[config.mk]
export PLATFORM = sky130hd
export DESIGN_NAME = relu_serializer
export DESIGN_NICKNAME = d
export VERILOG_FILES = /design/src/rtl/nn_pkg.sv /design/src/rtl/relu_unit.sv /design/src/rtl/relu_serializer.sv
export SDC_FILE = /design/constraint.sdc
export NUM_CORES = 1
export LEC_CHECK = 0
export CAP_MARGIN = 20
export CORE_MARGIN = 2
export CORE_UTILIZATION = 50
export CTS_CLUSTER_DIAMETER = 30
export DETAILED_ROUTE_END_ITERATION = 6
export GPL_TIMING_DRIVEN = 1
export PLACE_DENSITY = 0.86
export SLEW_MARGIN = 0
export SYNTH_ARGS = -nofsm -noshare
export SYNTH_HDL_FRONTEND = slang
export SYNTH_SLANG_ARGS = --single-unit
[constraint.sdc]
create_clock -name clk -period 3.35 [get_ports clk]
set_clock_uncertainty 0.05 [all_clocks]
set_input_delay 0.67 -clock clk [delete_from_list [all_inputs] [get_ports clk]]
set_output_delay 0.67 -clock clk [all_outputs]
set_load 0.005 [all_outputs]
[src/rtl/nn_pkg.sv]
// Shared types and helpers for the neural-network datapath stages.
package nn_pkg;

  // Serializer FSM states: IDLE holds nothing, SEND holds a buffered vector.
  typedef enum logic {
    IDLE = 1'b0,
    SEND = 1'b1
  } ser_state_t;

  // Widest element the shared activation helper supports.
  localparam int unsigned RELU_MAX_W = 64;

  // Arithmetic right-shift requantization followed by ReLU.
  // Callers sign-extend into RELU_MAX_W and truncate the result back to
  // their own width.
  function automatic logic signed [RELU_MAX_W-1:0] relu_requant(
    input logic signed [RELU_MAX_W-1:0] x,
    input int unsigned                  shift
  );
    logic signed [RELU_MAX_W-1:0] s;
    s = x >>> shift;
    return s[RELU_MAX_W-1] ? '0 : s;
  endfunction

endpackage

[src/rtl/relu_unit.sv]
// Combinational per-element requantizing ReLU (arithmetic shift, then clamp at 0).
module relu_unit
  import nn_pkg::*;
#(
  parameter int unsigned WIDTH = 16,
  parameter int unsigned SHIFT = 0
) (
  input  logic signed [WIDTH-1:0] i_x,
  output logic signed [WIDTH-1:0] o_y
);

  logic signed [RELU_MAX_W-1:0] w_ext;
  logic signed [RELU_MAX_W-1:0] w_res;

  // Sign-extend, apply the shared helper, and narrow back.
  // The result is never negative and never exceeds the input magnitude,
  // so truncation cannot lose information.
  assign w_ext = RELU_MAX_W'(i_x);
  assign w_res = relu_requant(w_ext, SHIFT);
  assign o_y   = WIDTH'(w_res);

endmodule

[src/rtl/relu_serializer.sv]
// Captures one N-element vector per handshake, applies requant+ReLU, and
// streams the elements out one per cycle with an index and a last flag.
module relu_serializer
  import nn_pkg::*;
#(
  parameter int unsigned WIDTH = 16,
  parameter int unsigned N     = 4,
  parameter int unsigned SHIFT = 0
) (
  input  logic                                   clk,
  input  logic                                   rst,
  input  logic                                   in_valid,
  output logic                                   in_ready,
  input  logic signed [WIDTH-1:0]                in [0:N-1],
  output logic                                   out_valid,
  input  logic                                   out_ready,
  output logic signed [WIDTH-1:0]                out,
  output logic [((N > 1) ? $clog2(N) : 1)-1:0]   out_idx,
  output logic                                   out_last
);

  localparam int unsigned IDXW = (N > 1) ? $clog2(N) : 1;

  ser_state_t                r_state;
  logic [IDXW-1:0]           r_idx;
  logic signed [WIDTH-1:0]   r_buf [0:N-1];
  logic                      r_out_valid;
  logic signed [WIDTH-1:0]   r_out;
  logic                      r_out_last;

  logic signed [WIDTH-1:0]   w_relu [0:N-1];
  logic                      w_out_fire;
  logic                      w_in_ready;
  logic                      w_accept;
  logic [IDXW-1:0]           w_idx_nxt;

  // One requantizing ReLU per element, ahead of the buffer registers.
  for (genvar g = 0; g < N; g++) begin : g_relu
    relu_unit #(
      .WIDTH (WIDTH),
      .SHIFT (SHIFT)
    ) u_relu (
      .i_x (in[g]),
      .o_y (w_relu[g])
    );
  end

  // Handshake decode; in_ready opens on the final beat so vectors chain without a bubble.
  assign w_out_fire = r_out_valid && out_ready;
  assign w_in_ready = !rst && ((r_state == IDLE) || (w_out_fire && r_out_last));
  assign w_accept   = in_valid && w_in_ready;
  assign w_idx_nxt  = r_idx + IDXW'(1);

  // FSM, index counter, buffer and registered output mux.
  always_ff @(posedge clk) begin
    if (rst) begin
      r_state     <= IDLE;
      r_idx       <= '0;
      r_out_valid <= 1'b0;
      r_out       <= '0;
      r_out_last  <= 1'b0;
      for (int i = 0; i < N; i++) r_buf[i] <= '0;
    end else if (w_accept) begin
      // New vector: load buffer and present element 0 immediately.
      for (int i = 0; i < N; i++) r_buf[i] <= w_relu[i];
      r_state     <= SEND;
      r_idx       <= '0;
      r_out_valid <= 1'b1;
      r_out       <= w_relu[0];
      r_out_last  <= 1'b0;
    end else if (w_out_fire) begin
      if (r_out_last) begin
        r_state     <= IDLE;
        r_idx       <= '0;
        r_out_valid <= 1'b0;
        r_out       <= '0;
        r_out_last  <= 1'b0;
      end else begin
        r_idx       <= w_idx_nxt;
        r_out       <= r_buf[w_idx_nxt];
        r_out_last  <= (w_idx_nxt == IDXW'(N - 1));
      end
    end
  end

  assign in_ready  = w_in_ready;
  assign out_valid = r_out_valid;
  assign out       = r_out;
  assign out_idx   = r_idx;
  assign out_last  = r_out_last;

endmodule
==> results of run 1 <==
metal layers:
metal / track usage / share of wire
met1: 0.251 / 0.40
met2: 0.372 / 0.54
met5: 0 / 0
met4: 0.105 / 0.015
met3: 0.0386 / 0.051
layout make-up:
cell class,instances,area (sq um)
inverters,2,7.51
clock buffers,12,155
well taps,99,124
repair buffers,93,928
multi-input cells,180,1380
clock inverters,4,43.8
flip-flops and latches,79,2180
fillers,552,2390
kinds of logic (layout without fill, tap and decap cells):
logic type / Yosys count / after routing
buffers and inverters: 22 / 111
AOI/OAI and AO/OA: 66 / 66
other: 1 / 1
and+or+nand+nor: 97 / 97
DFF: 79 / 79
adders and majority gates: 1 / 1
muxes: 15 / 15
final timing paths:
kind,to,slack [ns],cells past startpoint
worst max-delay path,in_ready,0.64,4
worst min register to register,out[0],0.49,2
worst max register to register,out[1],0.99,4
worst min-delay path,out[0],0.49,2
cells in the final DEF, fill, tap and decap left out, drive strengths merged, types with 6 or more instances in the layout:
cell,n
clkdlybuf4s50,87
and2,60
edfxtp,60
a21oi,31
dfxtp,19
nor3,17
mux4,15
o21bai,14
o2bb2ai,14
clkbuf,12
nor2,11
buf,6
state kept, by name, indices dropped and copies added, names as in the netlist:
signal,cells
out,15
out_last,1
r_buf,60
out_idx,2
out_valid,1
worst register-to-register path, stage by stage (launching register included):
cell,delay [ns]
dfxtp_1,0.73
inv_1,0.10
ha_1,0.80
mux4_2,0.44
o2bb2ai_1,0.14
power by group:
part           total, uW  internal, uW  switching (uW)
clock network        713           381             332
logic                314           184             130
registers           1160          1130            35.9
through the flow:
stage	utilization	worst slack [ns]
detailed placement	0.641	0.528
CTS	0.669	0.640
floorplan	-	0.737
global route	0.669	0.598
global placement	0.641	0.588
finish	0.669	0.645
==> impl_summary.txt, run 1 <==
----------------------------------------------------
[Run status]
  Outcome ... finished clean

[Hold path]
  Min-delay src ... out[0]
  Hold WC Path Type ... flip-flop to flip-flop

[Clock tree]
  Cell at the root of the clock tree ... clkbuf_8
  Clock insertion delay at the later pin of the skew report ... 0.34 ns
  Maximum number of buffers from clock root to sink ... 2
  Hold-fix buffers at CTS ... 0
  H-Tree Level Count ... 3
  Sink count of the clock tree ... 79
  Reg clk slew, reported paths ... 0.08 ns
  # resized after CTS ... 0
  TritonCTS clock tree ... built
  Post-CTS setup buffer count ... 0
  Clock buffer count from CTS ... 9

[Logic synthesis]
  Number of distinct library cells after synthesis ... 33
  Portion of synthesized cell area occupied by the leading cell type ... 0.489
  Count of mapped cells out of synthesis ... 281
  Warning count from the yosys run ... 0
  Xor-xnor portion of the synthesized cell area ... 0
  Fraction of the yosys area taken by sequential cells ... 0.592
  Post-synthesis cell type with the largest combined area ... edfxtp_1
  Share of cell area taken by muxes after synthesis ... 0.0927
  Synthesis-stage register bit count ... 79
  Adder and majority gate portion of the synthesized area ... 0.00339
  Most frequent cells after synthesis ... 60 x and2_1, 60 x edfxtp_1, 31 x a21oi_1
  Async set-reset flop share out of synthesis ... 0
  Synthesized netlist net count ... 350
  Mean instance size in the synthesized netlist ... 13.1 sq um
  Synth Area in Compound Gates ... 0.118
  Area contributors post-synth ... edfxtp_1 49%, dfxtp_1 10%, and2_1 10%
  Primary flip-flop cell chosen by synthesis mapping ... edfxtp_1
  Synthesized-area fraction occupied by and/or/nand/nor cells ... 0.160
  Combinational family with the most area after synthesis ... simple AND/OR/NAND/NOR gates
  Total standard cell area after synthesis ... 0.00369 sq mm
  Number of enable flip-flop cells after synthesis ... 60

[Critical path]
  Top fanout value on the critical path ... 5
  Reg-to-reg critical path startpoint ... out_idx[0]
  Kind of cell adding the most delay to the critical path ... buffers and inverters
  Series of cell instances along the critical path ... clkdlybuf4s50_1, a21boi_2, nor2_1, clkdlybuf4s50_1
  Crit path launch type ... primary input
  Most repeated library cell on the critical path ... clkdlybuf4s50_1
  Critical path's largest stage delay ... 0.48 ns
  Required arrival time at the worst endpoint ... 2.63 ns
  Critical path type ... primary input to primary output
  Crit path buffers/inverters ... 2
  Launching element of the worst setup path ... out_ready
  Arrival time reported for the critical path endpoint ... 1.99 ns
  Critical Path Slowest Stage Cell ... clkdlybuf4s50_1
  Kind of capture point of the worst setup path ... primary output

[Finish]
  Area growth from synthesis to final layout ... 30.9%
  Final Instance Area ... 0.00482 sq mm
  Final cell count without fillers ... 469
  Count of nets after finishing ... 434
  Ratio of cells with drive above 1 in the final layout ... 0.114
  Antenna diodes ... 0

[Power and ir drop]
  Standby leakage power ... 0.00179 uW
  Total power per unit cell area ... 454 mW/mm^2
  Power consumption ... 2190 uW
  Peak VDD IR ... 0.233 mV

[Floorplanning]
  Die Outline Area ... 0.00807 sq mm
  Vertical die dimension ... 89.9 um
  Overall die width ... 89.9 um
  Effective utilization at floorplan ... 0.511
  Number of placement rows ... 31
  Core ar. ... 0.00721 sq mm
  Count of boundary I/O pins ... 89

[Timing]
  Total negative setup slack ... 0 ns
  Final-report max-slew violation count ... 0
  F_max ... 370 MHz
  Final hold violation count ... 0
  Post-layout min period ... 2.71 ns
  Hold_ws ... 0.494 ns
  Final setup violating endpoints ... 0
  Unrepaired setup endpoints after global routing ... false
  Worst slew margin ... 0.312
  Final worst-path cycle share ... 0.808
  Worst slew pin tran ... 1.03 ns

[Place]
  Placed cell count ... 453
  Post-detailed-placement half-perimeter wirelength ... 5600 um
  Placed standard-cell area ... 0.00463 sq mm
  Count of input and output buffers ... 87
  Routability Congestion ... 0.774

[Global route]
  Maximum number of pins on one net before global-route repair ... 44
  Via count of the first global-routing pass ... 2,613
  Number of antenna violations at the first check in global routing ... 0
  GRT overflow ... 0
  First-pass GRT wire length ... 13,000 um
  Global router's overall resource usage ... 0.212

[Routing]
  Drt via density ... 5.53
  Post-route antenna net violation count ... 0
  Detailed-route DRC error count ... 0
  Average wire per cell in the routed design ... 17.9 um
  First drt pass iteration count ... 4
  Detailed router's first-iteration violation count ... 165
  DR vias ... 2,595
  Total routed wirelength ... 8390 um

[Run]
  Max-capacitance violation count ... 0

----------------------------------------------------
Power figures use the tool's default switching activity.
==> run 2, diff against run 1 <==
CORE_UTILIZATION = 45   (was 50)
PLACE_DENSITY = 0.82   (was 0.86)
clock period = 2.2 ns   (was 3.35 ns; I/O delays follow)
==> run 2 against run 1 <==
  * Clock power is 50% higher
  * Non-clock buffer count increased by 12
  * Sequential cell count unchanged
==> impl_summary.txt, run 2 (synthesis results as in run 1) <==
----------------------------------------------------
[Run status]
  Outcome ... finished clean

[Critical path]
  Crit path launch type ... primary input
  Top fanout value on the critical path ... 2
  Critical path type ... primary input to primary output
  Required arrival time at the worst endpoint ... 1.71 ns
  Kind of capture point of the worst setup path ... primary output
  Arrival time reported for the critical path endpoint ... 1.64 ns

[Floorplanning]
  Effective utilization at floorplan ... 0.455
  Vertical die dimension ... 94.5 um
  Overall die width ... 94.5 um
  Number of placement rows ... 33
  Die Outline Area ... 0.00893 sq mm
  Core ar. ... 0.00809 sq mm
  Count of boundary I/O pins ... 89

[Place]
  Routability Congestion ... 0.820
  Placed cell count ... 471
  Placed standard-cell area ... 0.00475 sq mm
  Post-detailed-placement half-perimeter wirelength ... 5930 um
  Count of input and output buffers ... 87

[Clock tree]
  Cell at the root of the clock tree ... clkbuf_8
  TritonCTS clock tree ... built
  Reg clk slew, reported paths ... 0.08 ns
  Maximum number of buffers from clock root to sink ... 2
  Clock insertion delay at the later pin of the skew report ... 0.35 ns
  Sink count of the clock tree ... 79
  Clock buffer count from CTS ... 9
  # resized after CTS ... 0
  Hold-fix buffers at CTS ... 0
  Post-CTS setup buffer count ... 0
  H-Tree Level Count ... 3

[Global route]
  Maximum number of pins on one net before global-route repair ... 46
  Via count of the first global-routing pass ... 2,711
  Global router's overall resource usage ... 0.212
  GRT overflow ... 0
  Number of antenna violations at the first check in global routing ... 0
  First-pass GRT wire length ... 13,900 um

[Finish]
  Final cell count without fillers ... 487
  Count of nets after finishing ... 446
  Number of flip-flops in the largest register ... 60
  Fill cell count ... 636
  Most common cell after layout, fill and taps aside ... clkdlybuf4s50_1
  Commonest cells after routing, fill and taps aside ... 86 x clkdlybuf4s50_1, 60 x and2_1, 60 x edfxtp_1
  Antenna diodes ... 0
  Largest register by flop count ... r_buf
  Final Instance Area ... 0.00494 sq mm
  Ratio of cells with drive above 1 in the final layout ... 0.144
  Post-Route Utilization ... 0.611
  Area growth from synthesis to final layout ... 34.1%

[Timing]
  Worst slew margin ... 0.332
  Total negative setup slack ... 0 ns
  Final worst-path cycle share ... 0.968
  Final hold violation count ... 0
  Final-report max-slew violation count ... 0
  Final setup violating endpoints ... 0
  Post-layout min period ... 2.13 ns
  F_max ... 470 MHz
  Unrepaired setup endpoints after global routing ... false
  Worst slew pin tran ... 0.999 ns

[Power and ir drop]
  Peak VDD IR ... 0.297 mV
  Standby leakage power ... 0.00186 uW
  Total power per unit cell area ... 678 mW/mm^2

[Routing]
  DR vias ... 2,705
  Post-route antenna net violation count ... 0
  Detailed router's first-iteration violation count ... 157
  Average wire per cell in the routed design ... 18.3 um
  Total routed wirelength ... 8930 um
  First drt pass iteration count ... 5
  Detailed-route DRC error count ... 0
  Drt via density ... 5.55

[Run]
  Max-capacitance violation count ... 0

[Hold path]
  Hold WC Path Type ... flip-flop to flip-flop

----------------------------------------------------
==> run 2: cell type report <==
cell class	count	area (sq um)	share of cell area
Clock buffer	12	145	0.0294
Clock inverter	4	45.0	0.00911
Sequential cell	79	2180	0.441
Tap cell	105	131	0.0266
Multi-Input combinational cell	180	1390	0.280
Timing Repair Buffer	105	1050	0.212
Inverter	2	7.51	0.00152
==> run 2: worst paths after layout <==
kind	from	endpoint	slack [ns]	cells after the start
setup / recovery	rst	in_ready	0.07	4
hold / removal	out[0]	out[0]	0.50	2
setup reg to reg	out_last	r_buf[1][7]	0.27	4
hold reg to reg	out[0]	out[0]	0.50	2
==> run 2: metal layers <==
metal | wire length [um] | part of all wire | track usage | vias up
met5 | 0 | 0 | 0 | -
met4 | 144 | 0.016 | 0.0954 | 0
met3 | 536 | 0.060 | 0.0359 | 13
met2 | 4620 | 0.52 | 0.352 | 112
met1 | 3630 | 0.41 | 0.274 | 1347
li1 | - | - | - | 1233
==> run 2: report_power, final <==
part           switching, uW  internal [uW]  leakage (uW)
Sequential              52.0           1720      0.000807
Clock                    517            551      0.000100
Combinational            214            303      0.000955
Total                    782           2570       0.00186
==> run 2: per-stage QoR <==
stage	hold WS, ns	power [uW]	setup slack (ns)
after CTS	0.502	3360	0.0435
after global placement	0.472	2300	-0.222
after detailed placement	0.487	2320	-0.258
final	0.498	3350	0.0714
after global routing	0.538	3470	0.0223
after floorplan	0.460	2010	0.105
==> run 2: critical path, cell delays in order <==
cell and delay (ns):
clkdlybuf4s50_1 0.44, buf_4 0.16, nor2_1 0.10, clkdlybuf4s50_1 0.50
